[src/rtl/serial_adder.sv]
// Bit-serial adder: accepts an operand pair, adds it LSB first at one bit per
// cycle, then presents {carry, sum} until the downstream side takes it.
//
// Handshakes: a transfer happens on a rising clk edge where valid and ready
// are both high. in_ready is high only in IDLE. out_valid is high only in DONE.
// out_ready is ignored in IDLE and SHIFT. Every output comes from a register
// or the FSM state, so no input reaches an output combinationally.
module serial_adder #(
    parameter int WIDTH = 8
) (
    input  logic             clk,
    input  logic             rst_n,
    input  logic             in_valid,
    output logic             in_ready,
    input  logic [WIDTH-1:0] a,
    input  logic [WIDTH-1:0] b,
    output logic             out_valid,
    input  logic             out_ready,
    output logic [WIDTH-1:0] sum,
    output logic             carry,
    output logic             busy,
    output logic [1:0]       dbg_state
);

    typedef enum logic [1:0] {
        IDLE  = 2'd0,
        SHIFT = 2'd1,
        DONE  = 2'd2
    } state_t;

    localparam int            CW       = (WIDTH > 1) ? $clog2(WIDTH) : 1;
    localparam logic [CW-1:0] LAST_BIT = CW'(WIDTH - 1);
    localparam logic [CW-1:0] CNT_ONE  = CW'(1);

    state_t           state_q, state_d;
    logic [WIDTH-1:0] a_sh_q, a_sh_d;
    logic [WIDTH-1:0] b_sh_q, b_sh_d;
    logic [WIDTH-1:0] res_q, res_d;
    logic [WIDTH-1:0] sum_q, sum_d;
    logic             c_q, c_d;
    logic             carry_q, carry_d;
    logic [CW-1:0]    cnt_q, cnt_d;

    logic             sum_bit;
    logic             c_next;
    logic [WIDTH-1:0] res_shifted;

    // One full-adder slice on the current LSBs plus the running carry.
    assign sum_bit     = a_sh_q[0] ^ b_sh_q[0] ^ c_q;
    assign c_next      = (a_sh_q[0] & b_sh_q[0]) | (a_sh_q[0] & c_q) | (b_sh_q[0] & c_q);
    assign res_shifted = {sum_bit, res_q[WIDTH-1:1]};

    // State and datapath registers; reset clears everything and aborts any addition.
    always_ff @(posedge clk or negedge rst_n) begin
        if (!rst_n) begin
            state_q <= IDLE;
            a_sh_q  <= '0;
            b_sh_q  <= '0;
            res_q   <= '0;
            sum_q   <= '0;
            c_q     <= 1'b0;
            carry_q <= 1'b0;
            cnt_q   <= '0;
        end else begin
            state_q <= state_d;
            a_sh_q  <= a_sh_d;
            b_sh_q  <= b_sh_d;
            res_q   <= res_d;
            sum_q   <= sum_d;
            c_q     <= c_d;
            carry_q <= carry_d;
            cnt_q   <= cnt_d;
        end
    end

    // Next-state and datapath update; every register holds unless its state says otherwise.
    always_comb begin
        state_d = state_q;
        a_sh_d  = a_sh_q;
        b_sh_d  = b_sh_q;
        res_d   = res_q;
        sum_d   = sum_q;
        c_d     = c_q;
        carry_d = carry_q;
        cnt_d   = cnt_q;
        case (state_q)
            IDLE: begin
                // Operands are only sampled here, on the accepting edge.
                if (in_valid) begin
                    a_sh_d  = a;
                    b_sh_d  = b;
                    res_d   = '0;
                    c_d     = 1'b0;
                    cnt_d   = '0;
                    state_d = SHIFT;
                end
            end
            SHIFT: begin
                a_sh_d = a_sh_q >> 1;
                b_sh_d = b_sh_q >> 1;
                res_d  = res_shifted;
                c_d    = c_next;
                cnt_d  = cnt_q + CNT_ONE;
                if (cnt_q == LAST_BIT) begin
                    // Publish the finished result; it stays put until the next one lands.
                    sum_d   = res_shifted;
                    carry_d = c_next;
                    cnt_d   = '0;
                    state_d = DONE;
                end
            end
            DONE: begin
                if (out_ready) begin
                    state_d = IDLE;
                end
            end
            default: begin
                state_d = IDLE;
            end
        endcase
    end

    assign in_ready  = (state_q == IDLE);
    assign busy      = (state_q != IDLE);
    assign out_valid = (state_q == DONE);
    assign sum       = sum_q;
    assign carry     = carry_q;
    assign dbg_state = state_q;

endmodule

[config.mk]
export PLATFORM = sky130hd
export DESIGN_NAME = serial_adder
export DESIGN_NICKNAME = d
export VERILOG_FILES = /design/src/rtl/serial_adder.sv
export SDC_FILE = /design/constraint.sdc
export NUM_CORES = 1
export LEC_CHECK = 0
export ABC_AREA = 1
export ABC_CLOCK_PERIOD_IN_PS = 1870
export BUFFER_PORTS_ARGS = -buffer_cell sky130_fd_sc_hd__buf_2
export CAP_MARGIN = 5
export CORE_MARGIN = 4
export CORE_UTILIZATION = 35
export DETAILED_ROUTE_END_ITERATION = 6
export SLEW_MARGIN = 20
export SYNTH_ARGS = -nofsm -noshare
export SYNTH_HDL_FRONTEND = slang
export SYNTH_SLANG_ARGS = --single-unit
[constraint.sdc]
create_clock -name clk -period 1.87 [get_ports clk]
set_clock_uncertainty 0.15 [all_clocks]
set_input_delay 0.374 -clock clk [delete_from_list [all_inputs] [get_ports clk]]
set_output_delay 0.374 -clock clk [all_outputs]
set_load 0.02 [all_outputs]
==> results by stage, run 1 <==
Status:
- The run finished with clean final reports.

Final layout:
- The share of the core filled with cells in the final layout is 0.449.
- The growth of design area from synthesis to finish is 23.6%.
- The number of antenna cells inserted is 0.
- The final layout net count is 255.
- The share of post-route cells with drive strength above 1 is 0.266.

Clocking:
- The number of buffers inserted to repair setup after CTS is 0.
- The H-tree depth is 2.
- The clock-pin transition on the worst setup and hold timing paths is 0.08 ns.
- Buffers inserted during clock tree synthesis total 5.
- TritonCTS built the clock tree.
- The tree is rooted in a sky130_fd_sc_hd__clkbuf_8.
- The clock reaches the later pin of the worst-skew pair after 0.28 ns.
- Counting along the longest clock path gives a buffer depth of 2.
- The clock sink total is 38.

Yosys:
- The main combinational cell family by area after synthesis is simple AND/OR/NAND/NOR gates.
- The average instance area after synthesis is 8.91 µm².
- In the synthesized netlist, the number of instances is 194.
- In this run the cell area of the synthesized design comes to 0.00173 mm².
- The share of synthesized area in the top cell type comes to 0.550.
- In the synthesized netlist, the cells that appear most often are sky130_fd_sc_hd__nand2_1, sky130_fd_sc_hd__nand3_1, sky130_fd_sc_hd__dfrtp_1.
- The flip-flop and latch count after synthesis is 38.
- For this run, the number of Yosys warnings is 0.
- The multiplexer share of the synthesized area is 0.
- In the synthesized netlist the async set-or-reset flop fraction comes to 1.00.
- The post-synthesis cell type count is 20.
- The share of the synthesized area in compound gates (AO/OA/AOI/OAI) is 0.0681.
- The number of enable-type register cells in the synthesized netlist is 0.
- Of the synthesized area, sequential elements account for 0.550.
- Ranked by total cell area, the synthesized netlist is headed by sky130_fd_sc_hd__dfrtp_1, sky130_fd_sc_hd__nand3_1, sky130_fd_sc_hd__nand2_1, sky130_fd_sc_hd__inv_1, sky130_fd_sc_hd__o21ai_2.
- The cell type with the highest aggregate area in the netlist is sky130_fd_sc_hd__dfrtp_1.
- The cell with the most instances after synthesis is sky130_fd_sc_hd__nand2_1.
- The synthesized netlist net count is 217.
- Of the total synthesized cell area, the portion taken by AND, OR, NAND and NOR gates is 0.269.
- The post-synthesis xor/xnor area fraction is 0.
- The adder-cell share of the synthesized area is 0.0261.
- In the synthesized netlist the dominant register cell turns out to be sky130_fd_sc_hd__dfrtp_1.

GRT:
- After global routing the overflow that remains totals 0.
- Entering global routing, the biggest net connects 21 pins.
- The routing usage on met1 is 0.179.
- The number of antenna violations at the first check in global routing is 0.
- The via count of the first global-routing pass came to 1413.
- The met2 track demand over resource is 0.214.
- The global-route usage over all layers is 0.135.
- met2 is the most crowded layer.
- The met3 demand-to-capacity share in global routing is 0.0424.
- The first global-routing pass estimated 6.46 mm of wire.

Power:
- For this design the static power due to leakage is 1.11 nW.
- VDD sags by at most 623 µV.
- Power spread over the standard cell area amounts to 1670 mW/mm².

Floorplanning:
- The die width is 78.3 µm.
- The die is 78.3 µm tall.
- The standard cell core area is 0.00475 mm².
- The initial core utilization is 0.363.
- The die footprint is 0.00612 mm².
- In this run the count of I/O pins placed on the die edge is 34.
- The floorplan has 25 rows.

Route:
- After detailed routing, the number of remaining DRC violations is 0.
- In this run the remaining antenna-violating nets after routing total 0.
- The routed via count divided by cell count is 4.72.
- The detailed router's first-iteration violation count is 114.
- The number of iterations in the first detailed-routing pass is 4.
- After detailed routing, the average wire length per cell comes to 12.4 µm.
- After detailed routing, the total wire length is 3.72 mm.
- The via count of the routed design is 1415.

STA:
- The fmax is 557 MHz.
- The smallest clock period supported by the final layout is computed as 1.80 ns.
- The final setup violation count is 0.
- The final worst-path cycle share is 0.961.
- The number of failing hold endpoints at the final stage is 0.
- For the pin with the worst max-slew slack, the measured transition is 0.468 ns.
- After routing, the total negative slack on setup checks comes to 0 ns.
- The worst-case hold slack is 0.117 ns.
- The total count of max-transition violations in the final report is 0.
- Setup repair after global routing left no endpoint under its margin.
- Measured against its own limit, the worst slew margin works out to 0.688.

Worst setup path:
- The endpoint required time on the critical path is 1.35 ns.
- The critical path goes through inv_2 -> buf_4 -> nor2_1 -> buf_2.
- The most critical setup path has its startpoint at dbg_state[1]$_DFFE_PN0P_.
- The delay of the slowest cell on the worst path is 0.47 ns.
- The endpoint identified for the worst register-to-register timing path is res_q[1]$_DFFE_PN0P_.
- On the critical path, the stage with the largest delay is an instance of sky130_fd_sc_hd__dfrtp_2.
- The worst setup path is launched from a flop.
- The critical path arrival is 1.27 ns.
- In this run the critical register-to-register path is launched from dbg_state[1]$_DFFE_PN0P_.
- The most critical setup path has its endpoint at out_valid.
- The critical path in this run is classified as reg2out.
- The number of cells on the worst reg-to-reg path is 4.
- The slack of the worst reg-to-reg path is 0.37 ns.
- The endpoint kind of the worst setup timing path is an output pin.
- In this run the worst path has a maximum fanout of 10.

Job:
- Max-cap violations in this run came to 0.

Place:
- At the end of routability-driven placement, the weighted congestion stood at 0.754.
- Buffers placed on the I/O ports in this run total 33.
- After legalization and detailed placement, the total HPWL measured 2.72 mm.

Hold path:
- The class of the tightest hold or removal check is in2reg.
per-layer routing:
layer | part of all wire | vias to the layer above
li1 | - | 712
met1 | 0.47 | 668
met2 | 0.47 | 30
met3 | 0.044 | 5
met4 | 0.0091 | 0
met5 | 0 | -
logic make-up after synthesis:
logic type / after synthesis
AOI/OAI and AO/OA: 19
buffers and inverters: 32
DFF: 38
adders and majority gates: 3
and+or+nand+nor: 102
repair_timing:
action                                  CTS  global route
resized for setup                         0             2
hold endpoints to repair                 19             0
endpoints found under the setup margin    0             3
hold buffers                              1             0
worst min path at each step:
stage                         start                       end  slack (ns)  cells after the start
after floorplan               rst_n     a_sh_q[0]$_DFFE_PN0P_       -0.07                      0
after global placement        rst_n      res_q[5]$_DFFE_PN0P_        0.21                      1
after detailed placement      rst_n      res_q[5]$_DFFE_PN0P_        0.21                      1
after CTS                 out_ready  dbg_state[1]$_DFFE_PN0P_        0.12                      2
after global routing      out_ready  dbg_state[1]$_DFFE_PN0P_        0.10                      2
final                     out_ready  dbg_state[1]$_DFFE_PN0P_        0.12                      2
power by group:
group / leakage (nW) / internal [mW] / total [mW] / switching [mW]
registers: 0.487 / 1.17 / 1.36 / 0.197
clock network: 0.0714 / 0.569 / 0.852 / 0.283
logic: 0.548 / 0.496 / 1.35 / 0.857
total: 1.11 / 2.23 / 3.57 / 1.34
worst max-delay path, delay by kind of cell, from the launching register on:
family	cells	cell delay, ns
and+or+nand+nor	1	0.05
buffers and inverters	3	0.47
DFF	1	0.47
layout by cell type (no fill, tap or decap):
cell type and instances:
sky130_fd_sc_hd__bufinv_16 2, sky130_fd_sc_hd__dfrtp_1 37, sky130_fd_sc_hd__nor2_1 3, sky130_fd_sc_hd__nand2_1 46, sky130_fd_sc_hd__o31ai_1 1, sky130_fd_sc_hd__buf_4 7
sky130_fd_sc_hd__nand4_1 6, sky130_fd_sc_hd__inv_2 2, sky130_fd_sc_hd__o21ai_2 5, sky130_fd_sc_hd__nand2_2 3, sky130_fd_sc_hd__buf_12 1, sky130_fd_sc_hd__dfrtp_2 1
sky130_fd_sc_hd__clkbuf_8 6, sky130_fd_sc_hd__ha_1 2, sky130_fd_sc_hd__o21ai_1 8, sky130_fd_sc_hd__nand3_1 42, sky130_fd_sc_hd__buf_2 33, sky130_fd_sc_hd__dlygate4sd3_1 1
sky130_fd_sc_hd__fa_1 1, sky130_fd_sc_hd__o21ai_0 4, sky130_fd_sc_hd__o22ai_1 1, sky130_fd_sc_hd__nor2_2 1, sky130_fd_sc_hd__nor2_4 1, sky130_fd_sc_hd__inv_1 19
sequential cells by signal (all words and copies together) (netlist names):
name       flops
c_q            1
cnt_q          3
a_sh_q         8
sum            8
res_q          7
dbg_state      2
b_sh_q         8
carry          1
metrics by stage:
step	cells	cell area (µm²)	setup WS, ns	power (mW)
5_1_grt	300	2140	0.00155	3.89
3_3_place_gp	291	1980	0.348	2.72
6_report	300	2140	0.0735	3.57
2_1_floorplan	194	1730	0.0413	2.34
4_1_cts	300	2130	0.0227	3.62
3_5_place_dp	291	1980	0.326	2.76
area by class of cell:
class / instances / area, µm²
Multi-Input combinational cell: 124 / 631
Sequential cell: 38 / 952
Inverter: 21 / 78.8
Fill cell: 512 / 2620
Timing Repair Buffer: 42 / 248
Clock inverter: 2 / 60.1
Tap cell: 67 / 83.8
Clock buffer: 6 / 82.6
No activity file was read; power rests on OpenSTA's default activity.
==> run 2, diff against run 1 <==
Settings changed: CELL_PAD_IN_SITES_DETAIL_PLACEMENT from default to 1, CELL_PAD_IN_SITES_GLOBAL_PLACEMENT from default to 1, PLACE_DENSITY_LB_ADDON from default to 0.1.
==> results by stage, run 2 (synthesis gave the netlist of run 1 again) <==
Clocking:
- The clock tree from TritonCTS is done.
- The H-tree depth is 2.
- The clock latency reported for the late side of the worst-skew pair is 0.28 ns.
- The buffer levels on the longest clock path is 2.
- Clock-pin slew was measured on the worst setup and hold paths at 0.07 ns.
- The clock sink total is 38.
- The number of buffers inserted during clock tree synthesis is 5.
- In this run the clock root is driven by a sky130_fd_sc_hd__clkbuf_8.

Worst setup path:
- The worst setup path is launched from a flop.
- The standard cell with the maximum stage delay on the critical path is sky130_fd_sc_hd__dfrtp_1.
- On the worst path, the slowest cell contributes a delay of 0.46 ns.
- Walking the worst path, the cells encountered are inv_2 -> nor2_1 -> buf_2.
- The endpoint kind of the worst setup timing path is an output pin.
- The worst register-to-register path has a setup slack of 0.32 ns.
- The endpoint required time on the critical path is 1.35 ns.
- The classification of the worst setup path is reg2out.
- The end of the worst register-to-register path is b_sh_q[7]$_DFFE_PN0P_.
- For the worst setup path, the data arrival time is 1.25 ns.
- The critical register-to-register path startpoint is dbg_state[1]$_DFFE_PN0P_.
- The largest fanout of any net on the critical path is 15.
- The cell depth of the worst flop-to-flop path is 6.

Hold path:
- The cell depth of the worst min-delay path is 3.
- The path with the worst hold slack has its endpoint at a_sh_q[7]$_DFFE_PN0P_.
- The tightest min-delay check is of the in2reg type.
- The launch point of the worst hold path is a[7].

GRT:
- The number of antenna violations at the first check in global routing came to 0.
- The global-route usage over all layers is 0.150.
- The via count of the first global-routing pass came to 1531.
- Summed over all layers, the global routing overflow is 0.
- The maximum number of pins on one net before global-route repair is 22.
- The global-route wire length before repair is 7.27 mm.

STA:
- The total count of max-transition violations in the final report is 0.
- The time the worst path needs with I/O delays and setup is 1.77 ns.
- The number of failing hold endpoints at the final stage was 0.
- The final worst-path cycle share is 0.949.
- Setup repair after global routing left no endpoint under its margin.
- The final setup violation count is 0.
- Setup total negative slack on the finished layout was measured at 0 ns.
- The measured slew at the worst slew-check pin is 0.491 ns.
- Derived from the worst setup path, the maximum achievable clock frequency is 563 MHz.
- The relative slew slack is 0.672.

Power:
- The total power per unit cell area is 1600 mW/mm².
- The worst supply voltage drop on vdd is 640 µV.
- The static power due to leakage is 1.08 nW.

Final layout:
- The final layout net count is 253.
- Summing all non-filler instances in the final layout gives an area of 0.00207 mm².
- The number of antenna diodes in the final layout is 0.
- The library cell used most frequently in the layout, excluding fill and tap cells, is sky130_fd_sc_hd__nand2_1.
- The layout has 593 filler cells.
- The register area is 951 µm².
- In the layout the commonest cells are sky130_fd_sc_hd__nand2_1, sky130_fd_sc_hd__nand3_1, sky130_fd_sc_hd__dfrtp_1.
- Of the cells placed in the final design, the portion with a size suffix greater than 1 is 0.251.
- The growth of design area from synthesis to finish is 19.7%.
- The combined area of the multi-input logic cells is 631 µm².
- The share of the core filled with cells in the final layout is 0.435.

Place:
- The detailed placement HPWL is 3.03 mm.
- The total of buffers placed on input and output ports is 33.
- The congestion estimate from routability-driven global placement came to 0.798.
- The placed standard-cell area is 0.00196 mm².

Route:
- The number of iterations in the first detailed-routing pass is 4.
- In this run, the number of DRC markers left after iteration 0 of detailed routing was 45.
- In the routed layout, each cell is associated on average with a via count of 4.81.
- In the final routed layout, each cell accounts on average for 14.2 µm.
- The sum of routed wire length over all layers is 4.24 mm.
- For this run, design rule violations remaining after detail routing come to 0.
- The post-route antenna net violation count is 0.
- The via count of the routed design is 1432.

Status:
- The run finished with clean final reports.

Floorplanning:
- During I/O placement, the number of pins put on the boundary was 34.
- From left edge to right edge, the die measures 78.3 µm.
- The floorplan step set the die height to 78.3 µm.
- In this run the core area contains 25 standard-cell rows.
- The floorplan step defined a die boundary enclosing 0.00612 mm².
- The initial utilization of the core area, before any placement, comes to 0.363.
- The core region is 0.00475 mm².

Job:
- Max-cap violations in this run came to 0.
-- run 2: cell count changes in the layout (fill, tap and decap cells not counted) --
cell / delta
sky130_fd_sc_hd__dfrtp_1: +1
sky130_fd_sc_hd__buf_4: -2
sky130_fd_sc_hd__dfrtp_2: -1
sky130_fd_sc_hd__clkbuf_1: +1
sky130_fd_sc_hd__bufinv_16: -2
sky130_fd_sc_hd__clkinv_2: +1
-- run 2: through the flow --
stage | worst slack, ns | power [mW] | hold slack (ns) | std cells
after CTS | 0.00876 | 3.37 | 0.124 | 298
after detailed placement | 0.307 | 2.77 | 0.219 | 289
after global routing | 0.00587 | 3.61 | 0.134 | 298
final | 0.0951 | 3.30 | 0.133 | 298
after floorplan | 0.0413 | 2.34 | -0.0716 | 194
after global placement | 0.327 | 2.71 | 0.212 | 289
-- run 2: timing repair --
| action | in CTS | in global routing |
|---|---|---|
| setup endpoints to repair | 0 | 2 |
| hold endpoints to repair | 18 | 0 |
| resized for setup | 0 | 1 |
| buffers inserted | 0 | 0 |
| hold buffers | 1 | 0 |
-- run 2: final cells by class --
class | count | area share
sequential | 38 | 0.460
inverter | 21 | 0.0381
clock buffer | 7 | 0.0417
tap | 67 | 0.0405
clock inverter | 1 | 0.00242
timing repair buffer | 40 | 0.113
multi-input combinational | 124 | 0.305
-- run 2: critical path: cells and delay by family, from the launching register on --
family / cells / cell delay (ns)
DFF: 1 / 0.46
buffers and inverters: 2 / 0.35
and+or+nand+nor: 1 / 0.15
-- run 2: where the power goes --
group	switching, mW	total, mW	internal [mW]
combinational	0.875	1.37	0.491
clock	0.279	0.577	0.297
sequential	0.196	1.36	1.16
total	1.35	3.30	1.95
-- run 2: how the worst max path moves through the flow --
stage | slack [ns] | endpoint | depth (start not counted) | from
CTS | 0.009 | in_ready | 2 | dbg_state[1]$_DFFE_PN0P_
detailed placement | 0.31 | dbg_state[1]$_DFFE_PN0P_ | 4 | cnt_q[0]$_DFFE_PN0P_
global route | 0.006 | out_valid | 3 | dbg_state[1]$_DFFE_PN0P_
floorplan | 0.04 | busy | 3 | dbg_state[0]$_DFFE_PN0P_
finish | 0.1 | out_valid | 3 | dbg_state[1]$_DFFE_PN0P_
global placement | 0.33 | dbg_state[1]$_DFFE_PN0P_ | 4 | cnt_q[0]$_DFFE_PN0P_
-- run 2: routing by layer --
metal,vias up,share of wire,track usage
met4,0,0.014,0.0594
li1,701,-,-
met5,-,0,0
met1,699,0.46,0.191
met2,26,0.49,0.251
met3,6,0.035,0.0298
==> run 3, diff against run 2 <==
Settings changed: ABC_CLOCK_PERIOD_IN_PS 1870 to 1670.
Clock period 1.87 ns to 1.67 ns, I/O delays scaled along.
==> results by stage, run 3 (synthesis gave the netlist of run 1 again) <==
Place:
- Detailed placement ended at an HPWL of 3.15 mm.
- The placed cell count is 292.
- The total of buffers placed on input and output ports is 33.
- At the placement stage, the worst setup path has a slack of 0.101 ns.
- The final estimated routing congestion in global placement is 0.792.

STA:
- The final worst-path cycle share is 0.970.
- The fmax is 617 MHz.
- The total count of max-transition violations in the final report is 0.
- Setup violations remaining at the end of the flow were counted as 0.
- The final worst-path setup slack is 0.0503 ns.
- The number of failing hold endpoints at the final stage is 0.
- The relative slew slack is 0.676.
- Setup repair after global routing could not meet its margin everywhere.
- The time the worst path needs with I/O delays and setup is 1.62 ns.
- The measured slew at the worst slew-check pin is 0.486 ns.

Worst setup path:
- For the worst setup path, the data arrival time is 1.14 ns.
- For this run, the slowest stage of the critical path takes 0.47 ns.
- The largest fanout of any net on the critical path is 8.
- The startpoint identified for the worst register-to-register timing path is dbg_state[1]$_DFFE_PN0P_.
- The endpoint required time on the critical path is 1.19 ns.
- The cell depth of the worst flop-to-flop path is 6.
- The signal on the critical path passes through buf_6 -> nor2_4 -> buf_6.
- The standard cell with the maximum stage delay on the critical path is sky130_fd_sc_hd__dfrtp_2.
- The endpoint kind of the worst setup timing path is an output pin.
- Counting both buffers and inverters, the worst setup path holds a total of 2.
- The start point of the critical path is dbg_state[0]$_DFFE_PN0P_.
- The kind of cell with the highest combined delay along the critical path is flip-flops.
- The slack of the worst reg-to-reg path is 0.15 ns.
- The worst setup path is launched from a flop.
- The end of the worst register-to-register path is b_sh_q[7]$_DFFE_PN0P_.
- The cell repeated most along the worst path is sky130_fd_sc_hd__buf_6.
- The classification of the worst setup path is reg2out.

Final layout:
- Of the cells placed in the final design, the portion with a size suffix greater than 1 is 0.278.
- The library cell used most frequently in the layout, excluding fill and tap cells, is sky130_fd_sc_hd__nand2_1.
- The repair_antennas step left the layout with diodes totalling 0.
- From synthesis to final layout, the design area changed by 22.7%.
- The count of placed standard cells in the final layout, fillers left out is 301.
- In the final design database the tool counted 258 nets.
- Leaving out fill and tap cells, the most frequent cells in the layout are sky130_fd_sc_hd__nand2_1, sky130_fd_sc_hd__nand3_1, sky130_fd_sc_hd__dfrtp_1.

Clocking:
- CTS saw 38 sinks.
- Clock tree synthesis selected as its root buffer the cell sky130_fd_sc_hd__clkbuf_8.
- TritonCTS built the clock tree.
- In this run the number of H-tree levels came out at 2.
- At the later pin of the worst-skew pair, clock insertion delay measures 0.28 ns.
- The buffer levels on the longest clock path is 2.
- The number of buffers inserted during clock tree synthesis is 5.
- The clock-pin transition on the worst setup and hold timing paths is 0.07 ns.

Route:
- The wire length per cell after detailed routing is 14.3 µm.
- Once detail routing completed, the nets flagged for antenna violations numbered 0.
- In the routed design, unresolved DRC markers number 0.
- The final layout contains routed wiring with a total length of 4.31 mm.
- Detailed routing inserted a total of 1446 vias.
- The first TritonRoute pass finished after 4 iterations.
- In the routed layout, each cell is associated on average with a via count of 4.80.
- After the first detailed-routing iteration, the DRC count stood at 60.

Hold path:
- The class of the tightest hold or removal check is in2reg.
- For hold timing, the worst endpoint is dbg_state[1]$_DFFE_PN0P_.
- The launch point of the worst hold path is out_ready.
- The worst hold path was traced through 2 stages.

Floorplanning:
- In this run the core area contains 25 standard-cell rows.
- The die extent in y is 78.3 µm.
- The initial core utilization is 0.363.
- The die covers 0.00612 mm².
- In this run the horizontal extent of the chip is 78.3 µm.
- The standard cell core area is 0.00475 mm².
- During I/O placement, the number of pins put on the boundary was 34.

Status:
- The flow ran to the end, and the final reports show no timing, DRC or antenna violations.

GRT:
- The via count of the first global-routing pass is 1532.
- The number of antenna violations at the first check in global routing came to 0.
- Entering global routing, the biggest net connects 39 pins.
- The residual overflow from global routing is 0.
- The first global-routing pass estimated 7.51 mm of wire.
- The global-route usage over all layers is 0.154.

Power:
- Dividing total power by cell area gives a power density of 1790 mW/mm².
- The static power due to leakage is 1.10 nW.
- The worst-case IR drop observed on VDD is 525 µV.

Job:
- The tool flagged a number of max-cap violations equal to 0.
==> run 3: cell count changes in the layout (fill, tap and decap cells not counted) <==
| cell | change |
|---|---|
| sky130_fd_sc_hd__buf_4 | +5 |
| sky130_fd_sc_hd__buf_6 | +2 |
| sky130_fd_sc_hd__dfrtp_1 | -2 |
| sky130_fd_sc_hd__dfrtp_2 | +2 |
| sky130_fd_sc_hd__nand2_2 | -2 |
| sky130_fd_sc_hd__nand2_4 | +2 |
| sky130_fd_sc_hd__nor2_4 | +2 |
| sky130_fd_sc_hd__buf_12 | -1 |
| sky130_fd_sc_hd__buf_2 | -1 |
| sky130_fd_sc_hd__clkbuf_1 | -1 |
| sky130_fd_sc_hd__clkinv_2 | -1 |
| sky130_fd_sc_hd__nor2_1 | -1 |
| sky130_fd_sc_hd__nor2_2 | -1 |
==> run 3: worst max path at each step <==
stage / to / slack, ns / cells past startpoint
after global placement: sum[6]$_DFFE_PN0P_ / 0.16 / 5
after floorplan: out_valid / 0.04 / 3
final: out_valid / 0.05 / 3
after global routing: busy / -0.008 / 3
after CTS: out_valid / 0.003 / 3
after detailed placement: sum[0]$_DFFE_PN0P_ / 0.10 / 5
==> run 3: cell type report <==
type                       instances  area [µm²]
fill                             588        2640
sequential                        38         953
multi-input combinational        124         653
timing repair buffer              45         268
tap                               67        83.8
clock buffer                       6        82.6
inverter                          21        78.8
==> run 3: metal layers <==
metal / global-route usage / share of wire / vias to the layer above
met2: 0.257 / 0.50 / 23
li1: - / - / 711
met4: 0.0455 / 0.011 / 0
met3: 0.0321 / 0.030 / 5
met5: 0 / 0 / -
met1: 0.203 / 0.46 / 707
==> run 3: metrics by stage <==
step	power [mW]	utilization	TNS (ns)	area, µm²	hold WS, ns
global placement	3.07	0.416	0	1980	0.264
finish	3.80	0.446	0	2120	0.0864
CTS	3.81	0.439	0	2090	0.0824
detailed placement	3.15	0.416	0	1980	0.267
global route	4.17	0.446	-0.00819	2120	0.0848
floorplan	2.63	-	0	1730	-0.112
==> run 3: timing repair <==
action                                  CTS  global route
pin swaps                                 0             1
cloned                                    0             0
endpoints found under the setup margin    3             8
hold buffers                              1             0
endpoints found under the hold margin    38             0
buffers inserted                          0             2
gates resized for setup                   6             4
==> run 3: power breakdown <==
part	internal, mW	total [mW]	switching (mW)	leakage [nW]
registers	1.30	1.55	0.245	0.486
logic	0.619	1.64	1.02	0.571
clock network	0.318	0.615	0.297	0.0431
total	2.24	3.80	1.56	1.10
